[src/rtl/wb_spi_ctrl.sv]
`default_nettype none
// ============================================================================
// Module   : wb_spi_ctrl
// Brief    : Wishbone slave that issues SPI command words, collects replies and
//            exposes a read window onto the shared RX buffer RAM. The optional
//            busy timeout is built when WB_SPI_CTRL_TIMEOUT_EN is defined.
// Revision : 1.0 - initial release
// ============================================================================
module wb_spi_ctrl #(
    parameter int unsigned TIMEOUT_CYCLES = 50000,
    parameter logic [31:0] CMD_IDLE       = 32'h0
) (
    input  logic        clk,
    input  logic        rst,
    input  logic        CYC_I,
    input  logic        STB_I,
    input  logic        WE_I,
    input  logic [8:0]  ADR_I,
    input  logic [31:0] DAT_I,
    output logic [31:0] DAT_O,
    output logic        ACK_O,
    output logic [31:0] cmd_out,
    input  logic        spi_ack_in,
    input  logic [31:0] spi_data_in,
    output logic [7:0]  buf_addra,
    input  logic [31:0] buf_douta
);

    typedef enum logic [1:0] {
        S_IDLE  = 2'd0,
        S_BUFRD = 2'd1,
        S_ACK   = 2'd2
    } state_t;

    if (TIMEOUT_CYCLES == 0 || TIMEOUT_CYCLES > 65535) begin : g_bad_timeout
        $error("TIMEOUT_CYCLES must fit in 16 bits and be nonzero");
    end

    state_t      r_state, w_state_nxt;
    logic        r_is_buf;
    logic [31:0] r_dat, r_last_cmd, r_rxdata, r_cmd_out;
    logic [7:0]  r_buf_addr;
    logic        r_busy, r_done, r_err;

    logic        w_accept, w_cmd_wr, w_stat_rd, w_complete, w_free;
    logic        w_cmd_ok, w_cmd_bad, w_tmo_fire, w_tmo_bit;
    logic [31:0] w_status, w_rd_data;

    assign w_accept   = (r_state == S_IDLE) && CYC_I && STB_I;
    assign w_cmd_wr   = w_accept && WE_I && !ADR_I[8] && (ADR_I[7:0] == 8'h00);
    assign w_stat_rd  = w_accept && !WE_I && !ADR_I[8] && (ADR_I[7:0] == 8'h01);
    assign w_complete = spi_ack_in && r_busy;
    // A finishing transfer frees the engine in the same cycle a new command lands.
    assign w_free     = !r_busy || w_complete || w_tmo_fire;
    assign w_cmd_ok   = w_cmd_wr && w_free && (DAT_I != CMD_IDLE);
    assign w_cmd_bad  = w_cmd_wr && !w_cmd_ok;
    assign w_status   = {28'd0, w_tmo_bit, r_err, r_done, r_busy};

    always_comb begin
        w_rd_data = 32'd0;
        if (!ADR_I[8]) begin
            case (ADR_I[7:0])
                8'h00:   w_rd_data = r_last_cmd;
                8'h01:   w_rd_data = w_status;
                8'h02:   w_rd_data = r_rxdata;
                default: w_rd_data = 32'd0;
            endcase
        end
    end

    always_comb begin
        w_state_nxt = r_state;
        case (r_state)
            S_IDLE:  if (w_accept) w_state_nxt = (ADR_I[8] && !WE_I) ? S_BUFRD : S_ACK;
            S_BUFRD: w_state_nxt = CYC_I ? S_ACK : S_IDLE;
            S_ACK:   w_state_nxt = S_IDLE;
            default: w_state_nxt = S_IDLE;
        endcase
    end

    always_ff @(posedge clk) begin
        if (rst) begin
            r_state    <= S_IDLE;
            r_is_buf   <= 1'b0;
            r_dat      <= 32'd0;
            r_buf_addr <= 8'd0;
            r_last_cmd <= 32'd0;
            r_rxdata   <= 32'd0;
            r_cmd_out  <= CMD_IDLE;
            r_busy     <= 1'b0;
            r_done     <= 1'b0;
            r_err      <= 1'b0;
        end else begin
            r_state <= w_state_nxt;
            if (w_accept) begin
                r_is_buf <= ADR_I[8] && !WE_I;
                r_dat    <= WE_I ? 32'd0 : w_rd_data;
            end
            if (w_accept && ADR_I[8] && !WE_I) begin
                r_buf_addr <= ADR_I[7:0];
            end
            if (w_cmd_ok) begin
                r_cmd_out  <= DAT_I;
                r_last_cmd <= DAT_I;
                r_busy     <= 1'b1;
            end else if (w_complete || w_tmo_fire) begin
                r_cmd_out <= CMD_IDLE;
                r_busy    <= 1'b0;
            end
            if (w_complete) begin
                r_rxdata <= spi_data_in;
            end
            if (w_complete)     r_done <= 1'b1;
            else if (w_stat_rd) r_done <= 1'b0;
            if (w_cmd_bad)      r_err  <= 1'b1;
            else if (w_stat_rd) r_err  <= 1'b0;
        end
    end

`ifdef WB_SPI_CTRL_TIMEOUT_EN
    localparam logic [15:0] c_TMO_LAST = 16'(TIMEOUT_CYCLES - 1);

    logic [15:0] r_tmo_cnt;
    logic        r_timeout;

    // A completion arriving on the final count takes precedence over the abort.
    assign w_tmo_fire = r_busy && !spi_ack_in && (r_tmo_cnt == c_TMO_LAST);
    assign w_tmo_bit  = r_timeout;

    always_ff @(posedge clk) begin
        if (rst) begin
            r_tmo_cnt <= 16'd0;
            r_timeout <= 1'b0;
        end else begin
            if (w_cmd_ok || w_complete || w_tmo_fire) r_tmo_cnt <= 16'd0;
            else if (r_busy)                          r_tmo_cnt <= r_tmo_cnt + 16'd1;
            if (w_tmo_fire)     r_timeout <= 1'b1;
            else if (w_stat_rd) r_timeout <= 1'b0;
        end
    end
`else
    assign w_tmo_fire = 1'b0;
    assign w_tmo_bit  = 1'b0;
`endif

    assign ACK_O     = (r_state == S_ACK);
    assign DAT_O     = ACK_O ? (r_is_buf ? buf_douta : r_dat) : 32'd0;
    assign cmd_out   = r_cmd_out;
    assign buf_addra = r_buf_addr;

endmodule
`default_nettype wire
[config.mk]
export PLATFORM = sky130hd
export DESIGN_NAME = wb_spi_ctrl
export DESIGN_NICKNAME = d
export VERILOG_FILES = /design/src/rtl/wb_spi_ctrl.sv
export SDC_FILE = /design/constraint.sdc
export NUM_CORES = 1
export LEC_CHECK = 0
export ABC_AREA = 1
export BUFFER_PORTS_ARGS = -buffer_cell sky130_fd_sc_hd__buf_2
export CORE_ASPECT_RATIO = 1.2
export CORE_UTILIZATION = 55
export DETAILED_ROUTE_END_ITERATION = 10
export PLACE_DENSITY = 0.9
export SETUP_SLACK_MARGIN = 0.5
export SYNTH_ARGS = -nofsm -noshare
export SYNTH_HDL_FRONTEND = slang
export SYNTH_SLANG_ARGS = --single-unit
[constraint.sdc]
create_clock -name clk -period 3.4 [get_ports clk]
set_input_delay 0.34 -clock clk [delete_from_list [all_inputs] [get_ports clk]]
set_output_delay 0.34 -clock clk [all_outputs]
set_load 0.02 [all_outputs]
==> key figures, run 1 <==
Clocking
  – CTS H-tree lvls: 4
  – CTS clk-pin slew, worst paths: 60 ps
  – Clk root buf: clkbuf_16
  – Setup Fix Bufs, Post-CTS: 0
  – # hold bufs at CTS: 0
  – CTS tree: yes
  – CTS max path bufs: 2
  – CTS resizes: 0
  – Clk_lat worst skew: 420 ps
  – TritonCTS Buffers: 17
  – Clk sinks: 142

STA
  – Min cycle time layout: 2340 ps
  – Fin worst setup slack: 1060 ps
  – Fmax: 0.428 GHz
  – Unrepaired setup endpoints after global routing: false
  – # setup viols final: 0
  – Fin. Hold Viols: 0
  – Worst Clk Skew: 7.09 ps
  – Final count of pins violating max slew: 0
  – Relative slew slack: 0.398
  – Crit share post-route: 0.687
  – TNS Setup: 0 ps
  – Worst-margin pin slew: 902 ps
  – Hold Slack: 198 ps

Logic synthesis
  – Top-area cell type share of the netlist area: 0.474
  – Post-synthesis sequential area ratio: 0.474
  – Top post-synthesis cells by area: dfxtp_1 (47%), nand2_1 (14%), a21oi_1 (14%), nand3_1 (6.9%), o21ai_0 (3.9%)
  – Ys Warns: 0
  – Yosys reg bits: 142
  – Mapped cell area: 0.00599 mm²
  – Post-synth cell types: 26
  – Post-synth EDFFs: 0
  – Syn Area/Cell: 7.11 µm²
  – Largest area contributor in the netlist: dfxtp_1
  – Ys async rst share: 0
  – Syn Inst Count: 843
  – Primary FF master, synth: dfxtp_1
  – Post-synth net total: 954

Placement
  – Detail Placement HPWL: 11.0 mm
  – RePlAce Congestion: 0.856
  – Setup WS pre-CTS: 1100 ps
  – Buffers on Ports: 183
  – Placed insts: 1104

GRT
  – Vias in the first global route: 5503
  – Gr ovfl total: 0
  – First-pass GRT wire length: 26.1 mm
  – Largest net degree at the start of global routing: 65
  – Initial antenna violation count: 0
  – GRT Overall Usage: 0.288

Detailed routing
  – DRT iter0 DRCs: 507
  – Post-route ant nets: 0
  – Drt total wl: 16.5 mm
  – # DRC: 0
  – Pre-Repair DR Iteration Count: 6
  – Via count: 6200
  – Via/cell ratio: 5.46
  – Avg WL per Cell: 14.5 µm

Die
  – Die Y: 116 µm
  – Chip Width: 97.3 µm
  – Initial Utilization: 0.567
  – FP Rows: 41
  – DIE AREA: 0.0113 mm²
  – Core area: 0.0106 mm²
  – Boundary Pins: 184

Critical path
  – Slowest CP cell: inv_1
  – Critical Path RT: 3060 ps
  – Crit start category: register
  – Critical Path Sink Type: primary output
  – Setup CP Type: reg2out
  – Max stage delay on crit path: 650 ps
  – Crit path max fanout: 32
  – Critical path arrival: 2000 ps
  – Crit path cell chain: inv_1 > nand2_1 > a21oi_1 > buf_2

Layout
  – Final std cells w/o fill: 1136
  – Layout area overhead: 25.5%
  – Layout cells sized above 1: 0.236
  – Nets: 1105
  – Number of antenna diodes: 0

Power
  – Seq pwr share: 0.433
  – Logic pwr share: 0.045
  – Maximum vdd drop: 0.338 mV
  – Sw Pwr: 0.000816 W
  – Leak Pwr: 2.98 nW
  – Clock share of power: 0.522
  – Switching share of total power: 0.212
  – PwrDens: 512 mW/mm²
  – Internal power: 0.00303 W

Min path
  – Hold crit path type: in2reg

Outcome
  – Outcome: finished clean

Flow run
  – MaxCap Viol Count: 0
[metrics by stage]
step,utilization,power [W],area [µm²]
finish,0.712,0.00385,7520
global placement,0.650,0.00187,6870
global route,0.712,0.00396,7520
CTS,0.712,0.00386,7520
floorplan,-,0.00178,5990
detailed placement,0.650,0.00187,6870
[cells in the mapped netlist, types with 2 or more instances]
master and count:
o21ai_1 13, nand4_1 2, buf_6 5, nor2_1 31, a21oi_1 167, nor2_4 2, buf_1 3, clkbuf_1 39
nor3_1 2, dfxtp_1 142, clkbuf_2 2, buf_4 2, buf_2 9, nor2_2 3, inv_1 55, nand2_2 2
nand2_1 224, o21ai_0 47, nand3_1 83, inv_2 3, and2_1 2
[cell type report]
class                      instances  area, µm²
inverter                          58        218
sequential                       142       2840
clock buffer                      18        429
timing repair buffer             192        998
clock inverter                    14        216
multi-input combinational        583       2650
fill                             855       3050
tap                              129        161
[power groups by stage]
stage                     Clock (W)  Combinational, W  Sequential [W]
after floorplan                   0         0.0000746         0.00171
after global placement            0          0.000167         0.00171
after detailed placement          0          0.000168         0.00171
after CTS                   0.00202          0.000170         0.00167
after global routing        0.00211          0.000188         0.00167
final                       0.00201          0.000172         0.00167
[critical path: cells and delay by family (launching register included)]
kind            cells  cell delay [ps]
buf+inv             2              840
flops               1              310
compound gates      1              180
simple gates        1              250
[path summary, 6_finish.rpt]
path	startpoint	end	slack, ps	cells past startpoint
worst max-delay path	r_is_buf	DAT_O[1]	1060	4
worst min-delay path	spi_data_in[29]	r_rxdata[29]	200	3
worst max register to register	r_state[0]	cmd_out[30]	1220	10
worst min register to register	r_rxdata[27]	r_rxdata[27]	450	2
[cells by family after synthesis]
group                  synth area share
flip-flops                        0.474
AND/OR/NAND/NOR                   0.248
buffers and inverters            0.0837
AO/OA/AOI/OAI                     0.194
[per-layer routing]
layer	vias to the layer above	track usage	share of wire
met5	-	0	0
met4	0	0.125	0.029
met3	46	0.0742	0.074
met2	284	0.479	0.48
met1	2803	0.359	0.42
li1	3067	-	-
[flip-flops by register name, summed over array words and instances (netlist names)]
name        cells
r_is_buf        1
r_dat          32
r_state         2
cmd_out        32
r_rxdata       32
buf_addra       8
r_last_cmd     32
r_busy          1
r_err           1
r_done          1
[placed cells by master (no fill, tap or decap), drive strengths merged]
cell	instances
nand2	226
inv	59
bufinv	5
nor2	36
nand3	84
buf	192
o211ai	1
a21oi	168
o21ai	60
clkbuf	18
dfxtp	142
o2111ai	1
and2	2
clkinvlp	1
clkinv	7
nand4	2
nor3	3
No activity file was read; power rests on OpenSTA's default activity.
==> inputs of run 2 (changes only) <==
--- a/config.mk
+++ b/config.mk
@@ -8,9 +8,9 @@
 export ABC_AREA = 1
 export BUFFER_PORTS_ARGS = -buffer_cell sky130_fd_sc_hd__buf_2
 export CORE_ASPECT_RATIO = 1.2
-export CORE_UTILIZATION = 55
+export CORE_UTILIZATION = 46
 export DETAILED_ROUTE_END_ITERATION = 10
-export PLACE_DENSITY = 0.9
+export PLACE_DENSITY = 0.81
 export SETUP_SLACK_MARGIN = 0.5
 export SYNTH_ARGS = -nofsm -noshare
 export SYNTH_HDL_FRONTEND = slang
==> constraint.sdc (replaced) <==
create_clock -name clk -period 2 [get_ports clk]
set_input_delay 0.2 -clock clk [delete_from_list [all_inputs] [get_ports clk]]
set_output_delay 0.2 -clock clk [all_outputs]
set_load 0.02 [all_outputs]
==> run 2 against run 1 <==
Via count grew 5.5%; critical path type unchanged; design area grew 15%; largest cell class is now multi-input combinational cells; combinational power is 100% higher; utilization fell by 3.0 points; routed wire length is 16% higher; highest routed layer unchanged.
==> key figures, run 2 (synthesized netlist as in run 1, its figures left out) <==
Layout
  – Register Area: 0.00285 mm² (+0.18%)
  – Commonest non-fill, non-tap cell in the layout: nand2_1
  – Most frequent cells in the layout: nand2_1 (219), buf_2 (150), dfxtp_1 (140), a21oi_1 (123), nand3_1 (64)
  – Nets: 1149 (+4.0%)
  – Fill count: 1003 (+17%)
  – Area of the multi-input gates: 0.00299 mm² (+13%)
  – Layout area overhead: 44.0%
  – Final std cells w/o fill: 1216 (+7.0%)
  – Layout cells sized above 1: 0.336 (+0.0995)
  – Design area: 0.00863 mm² (+15%)

Clocking
  – CTS max path bufs: 2 (unchanged)
  – Clk_lat worst skew: 420 ps (about the same)
  – Clk root buf: clkbuf_16
  – Clk sinks: 142 (unchanged)
  – TritonCTS Buffers: 17 (unchanged)
  – CTS tree: yes
  – CTS H-tree lvls: 4 (unchanged)
  – CTS clk-pin slew, worst paths: 60 ps (about the same)
  – # hold bufs at CTS: 0 (unchanged)

Detailed routing
  – Via/cell ratio: 5.38 (-1.5%)
  – Post-route ant nets: 0 (unchanged)
  – Drt total wl: 19.1 mm (+16%)
  – Via count: 6539 (+5.5%)
  – DRT iter0 DRCs: 481 (-5.1%)
  – # DRC: 0 (unchanged)
  – Avg WL per Cell: 15.7 µm (+8.5%)
  – Pre-Repair DR Iteration Count: 5 (-1)

STA
  – Unrepaired setup endpoints after global routing: true
  – Hold Slack: 57.9 ps (-140 ps)
  – Fin worst setup slack: 190 ps (-873 ps)
  – # setup viols final: 0 (unchanged)
  – Worst Clk Skew: 7.88 ps (+0.788 ps)
  – Fin. Hold Viols: 0 (unchanged)
  – TNS Setup: 0 ps (unchanged)
  – Final count of pins violating max slew: 0 (unchanged)
  – Min cycle time layout: 1810 ps
  – Crit share post-route: 0.905
  – Worst-margin pin slew: 572 ps (-330 ps)
  – Relative slew slack: 0.619 (+0.221)
  – Fmax: 0.553 GHz

Placement
  – RePlAce Congestion: 0.863 (+0.84%)
  – Placed insts: 1148 (+4.0%)
  – Buffers on Ports: 183 (unchanged)
  – Setup WS pre-CTS: 241 ps (-860 ps)
  – DP Area: 0.00701 mm² (+2.0%)
  – Detail Placement HPWL: 11.4 mm (+3.3%)

Critical path
  – Critical Path RT: 1800 ps (-1260 ps)
  – Critical path arrival: 1610 ps (-390 ps)
  – Critical Path Sink Type: primary output
  – Crit start category: register
  – Crit path max fanout: 12 (-63%)
  – Reg2reg path depth: 10 (unchanged)
  – Reg-to-reg endpoint: r_last_cmd[21]
  – Setup CP Type: reg2out
  – Critical register-to-register path startpoint: r_state[0]
  – Worst reg2reg setup slack: 230 ps (-990 ps)

Die
  – Core area: 0.0127 mm² (+20%)
  – Boundary Pins: 184 (unchanged)
  – Die Y: 127 µm (+9.2%)
  – Chip Width: 106 µm (+9.2%)
  – FP Rows: 45 (+9.8%)
  – DIE AREA: 0.0135 mm² (+19%)
  – Initial Utilization: 0.473 (-0.0940)

Min path
  – Hold path depth: 3 (unchanged)
  – Hold crit path type: in2reg
  – Endpoint, Worst Hold: buf_addra[6]
  – Worst hold start: ADR_I[6]

GRT
  – Vias in the first global route: 5833 (+6.0%)
  – First-pass GRT wire length: 28.9 mm (+11%)
  – Gr ovfl total: 0 (unchanged)
  – GRT Overall Usage: 0.274 (-0.0147)
  – Largest net degree at the start of global routing: 110 (+69%)
  – Initial antenna violation count: 1 (+1)

Power
  – Leak Pwr: 3.31 nW (+11%)
  – Maximum vdd drop: 0.626 mV (+85%)
  – PwrDens: 734 mW/mm² (+43%)

Outcome
  – Outcome: finished clean

Flow run
  – MaxCap Viol Count: 0 (unchanged)
run 2: report_power, final:
group | internal [W] | leakage, nW | switching (W)
sequential | 0.00283 | 1.14 | 0.00000347
combinational | 0.000139 | 1.88 | 0.000212
clock | 0.00197 | 0.290 | 0.00118
total | 0.00494 | 3.31 | 0.00140
run 2: layout make-up:
type,count,share of cell area
Tap cell,164,0.0238
Timing Repair inverter,1,0.000870
Sequential cell,142,0.330
Multi-Input combinational cell,583,0.347
Antenna cell,1,0.000290
Clock inverter,9,0.0125
Clock buffer,23,0.0565
Timing Repair Buffer,235,0.204
Inverter,58,0.0257
run 2: critical path, stage by stage (launching register included):
cell and delay (ps):
dfxtp_2 350, inv_2 60, nor2_4 160, clkinvlp_4 150, buf_8 170, a21oi_1 140
buf_4 160
run 2: metal layers:
metal	wire, µm	part of all wire	GRT usage
met1	7870	0.41	0.334
met2	9310	0.49	0.460
met3	1320	0.069	0.0597
met4	630	0.033	0.123
met5	0	0	0
run 2: metrics by stage:
stage           util  power, W
2_1_floorplan      -   0.00303
3_3_place_gp   0.553   0.00319
3_5_place_dp   0.553   0.00320
4_1_cts        0.655   0.00631
5_1_grt        0.681   0.00652
6_report       0.681   0.00634
run 2: worst max-delay path by stage:
stage | startpoint | endpoint | slack [ps] | depth (start not counted)
4_1_cts | r_state[1] | DAT_O[12] | 250 | 6
3_3_place_gp | ADR_I[2] | r_dat[5] | 350 | 8
6_report | r_state[1] | DAT_O[1] | 190 | 6
5_1_grt | r_state[0] | r_last_cmd[21] | 140 | 10
3_5_place_dp | ADR_I[2] | r_dat[6] | 240 | 8
2_1_floorplan | r_state[1] | DAT_O[10] | 410 | 5
run 2: what timing repair did:
action / in CTS / in global routing
gates cloned: 10 / 0
pin swaps: 13 / 29
resized for setup: 82 / 70
buffers inserted: 16 / 9
endpoints found under the setup margin: 138 / 140
==> inputs of run 3 (changes only) <==
--- a/config.mk
+++ b/config.mk
@@ -11,7 +11,8 @@
 export CORE_UTILIZATION = 46
 export DETAILED_ROUTE_END_ITERATION = 10
 export PLACE_DENSITY = 0.81
-export SETUP_SLACK_MARGIN = 0.5
+export REMOVE_ABC_BUFFERS = 1
+export SETUP_SLACK_MARGIN = 0.15
 export SYNTH_ARGS = -nofsm -noshare
 export SYNTH_HDL_FRONTEND = slang
 export SYNTH_SLANG_ARGS = --single-unit
==> run 3 against run 2 <==
Clock-buffer cell count shrank 2; non-clock buffer count down 29; routed wire length down 12%; utilization shrank 6.9 points; hold slack got worse by 9.7 ps; register-to-register slack better by 140 ps.
==> key figures, run 3 (synthesized netlist as in run 1, its figures left out) <==
Layout
  – Commonest non-fill, non-tap cell in the layout: nand2_1
  – Number of antenna diodes: 0 (-1)
  – Layout area overhead: 29.5%
  – Layout cells sized above 1: 0.246 (-0.0898)
  – Most frequent cells in the layout: nand2_1 (222), buf_2 (181), a21oi_1 (167), dfxtp_1 (142), nand3_1 (83)
  – Nets: 1119 (-2.6%)

GRT
  – Largest net degree at the start of global routing: 88 (-20%)
  – Most Crowded Layer GR: met2
  – Gr ovfl total: 0 (unchanged)
  – M3 GR Usage: 0.0444 (-0.0153)
  – Initial antenna violation count: 0 (-1)
  – Grt met2 use: 0.436 (-0.0244)
  – GRT Overall Usage: 0.252 (-0.0219)
  – Vias in the first global route: 5510 (-5.5%)
  – GR Util met1: 0.308 (-0.0267)
  – First-pass GRT wire length: 26.7 mm (-7.7%)

STA
  – TNS Setup: 0 ps (unchanged)
  – Hold Slack: 48.2 ps (-9.70 ps)
  – Crit share post-route: 0.862 (-0.0429)
  – Min cycle time layout: 1720 ps (-85.8 ps)
  – Unrepaired setup endpoints after global routing: false
  – Worst Clk Skew: 11.2 ps (+3.35 ps)
  – Worst-margin pin slew: 457 ps (-116 ps)
  – Final count of pins violating max slew: 0 (unchanged)
  – Fmax: 0.580 GHz (+5.0%)
  – Relative slew slack: 0.693 (+0.0747)
  – # setup viols final: 0 (unchanged)
  – Fin worst setup slack: 276 ps (+85.8 ps)
  – Fin. Hold Viols: 0 (unchanged)

Critical path
  – Max stage delay on crit path: 330 ps (-20 ps)
  – Setup CP Type: reg2out
  – Crit path max fanout: 19 (+7)
  – Critical Path Sink Type: primary output
  – Crit path max-delay family: buffers and inverters
  – Crit start category: register
  – Critical Path RT: 1800 ps (about the same)
  – Crit path cell chain: inv_1 > buf_4 > nand2_1 > a21oi_1 > buf_2
  – Buf+Inv Stages, Crit Path: 3 (-1)
  – Slowest CP cell: dfxtp_1
  – Reg-to-reg endpoint: r_is_buf
  – Crit path launch: r_is_buf
  – Worst reg2reg setup slack: 370 ps (+140 ps)
  – Reg2reg path depth: 7 (-3)
  – Critical path arrival: 1520 ps (-90 ps)
  – Critical register-to-register path startpoint: r_state[0]

Power
  – PwrDens: 866 mW/mm² (+18%)
  – Overall Power: 0.00672 W (+6.1%)
  – Leak Pwr: 3.09 nW (-6.8%)
  – Maximum vdd drop: 0.409 mV (-35%)

Clocking
  – CTS tree: yes
  – Clk root buf: clkbuf_16
  – Clk_lat worst skew: 410 ps (about the same)
  – Clk sinks: 142 (unchanged)
  – CTS H-tree lvls: 4 (unchanged)
  – CTS clk-pin slew, worst paths: 60 ps (about the same)
  – CTS max path bufs: 2 (unchanged)
  – # hold bufs at CTS: 0 (unchanged)
  – TritonCTS Buffers: 17 (unchanged)

Detailed routing
  – # DRC: 0 (unchanged)
  – Pre-Repair DR Iteration Count: 5 (unchanged)
  – Avg WL per Cell: 14.2 µm (-9.8%)
  – Via count: 6036 (-7.7%)
  – Post-route ant nets: 0 (unchanged)
  – Via/cell ratio: 5.10 (-5.2%)
  – DRT iter0 DRCs: 250 (-48%)
  – Drt total wl: 16.8 mm (-12%)

Flow run
  – MaxCap Viol Count: 0 (unchanged)

Die
  – Chip Width: 106 µm (unchanged)
  – FP Rows: 45 (unchanged)
  – Die Y: 127 µm (unchanged)
  – Boundary Pins: 184 (unchanged)
  – Core area: 0.0127 mm² (unchanged)
  – Initial Utilization: 0.473 (unchanged)
  – DIE AREA: 0.0135 mm² (unchanged)

Min path
  – Hold path depth: 3 (unchanged)
  – Hold crit path type: in2reg
  – Endpoint, Worst Hold: r_rxdata[0]
  – Worst hold start: spi_data_in[0]

Outcome
  – Outcome: finished clean

Placement
  – Detail Placement HPWL: 11.2 mm (-1.2%)
  – Buffers on Ports: 183 (unchanged)
  – Setup WS pre-CTS: 293 ps (+51.5 ps)
  – RePlAce Congestion: 0.807 (-6.5%)
==> run 3: cell types whose count changed in the layout (fill, tap and decap cells not counted), sizes merged <==
cell      previous run  this run
clkinvlp             4         1
clkbuf              23        21
clkinv               4         3
bufbuf               2         0
diode                1         0
bufinv               2         6
buf                233       206
==> run 3: layer usage <==
metal | wire (µm) | share of wire | vias up
met4 | 340 | 0.020 | 0
met1 | 7290 | 0.43 | 2731
met2 | 8290 | 0.49 | 183
met5 | 0 | 0 | -
met3 | 881 | 0.052 | 24
li1 | - | - | 3098
==> run 3: worst register-to-register path, delay by kind of cell, from the launching register on <==
family | cells | cell delay, ps
buffers and inverters | 3 | 480
and+or+nand+nor | 3 | 460
DFF | 1 | 380
AOI/OAI and AO/OA | 1 | 160
==> run 3: repair_timing <==
action,4_1_cts,5_1_grt
buffers inserted,0,0
gates resized for setup,0,3
endpoints found under the setup margin,0,31
==> run 3: worst max-delay path by stage <==
stage	endpoint	cells after the start
6_report	DAT_O[13]	5
5_1_grt	DAT_O[13]	5
4_1_cts	DAT_O[19]	6
3_5_place_dp	r_err	9
3_3_place_gp	r_err	9
2_1_floorplan	cmd_out[0]	8
==> run 3: area by class of cell <==
type | count | area (µm²)
multi-input combinational | 583 | 2670
clock inverter | 10 | 210
fill | 1180 | 4910
tap | 164 | 205
inverter | 58 | 218
sequential | 142 | 2840
clock buffer | 21 | 460
timing repair buffer | 206 | 1160
==> run 3: power breakdown <==
part / switching (W) / internal, W / total, W
sequential: 0.00000300 / 0.00283 / 0.00284
clock: 0.00118 / 0.00240 / 0.00358
combinational: 0.000187 / 0.000122 / 0.000310
total: 0.00137 / 0.00536 / 0.00672
==> run 3: metrics by stage <==
stage	instance area, µm²	cells	utilization
2_1_floorplan	5710	783	-
3_3_place_gp	7080	1153	0.559
3_5_place_dp	7080	1153	0.559
4_1_cts	7750	1184	0.612
5_1_grt	7760	1184	0.613
6_report	7760	1184	0.613
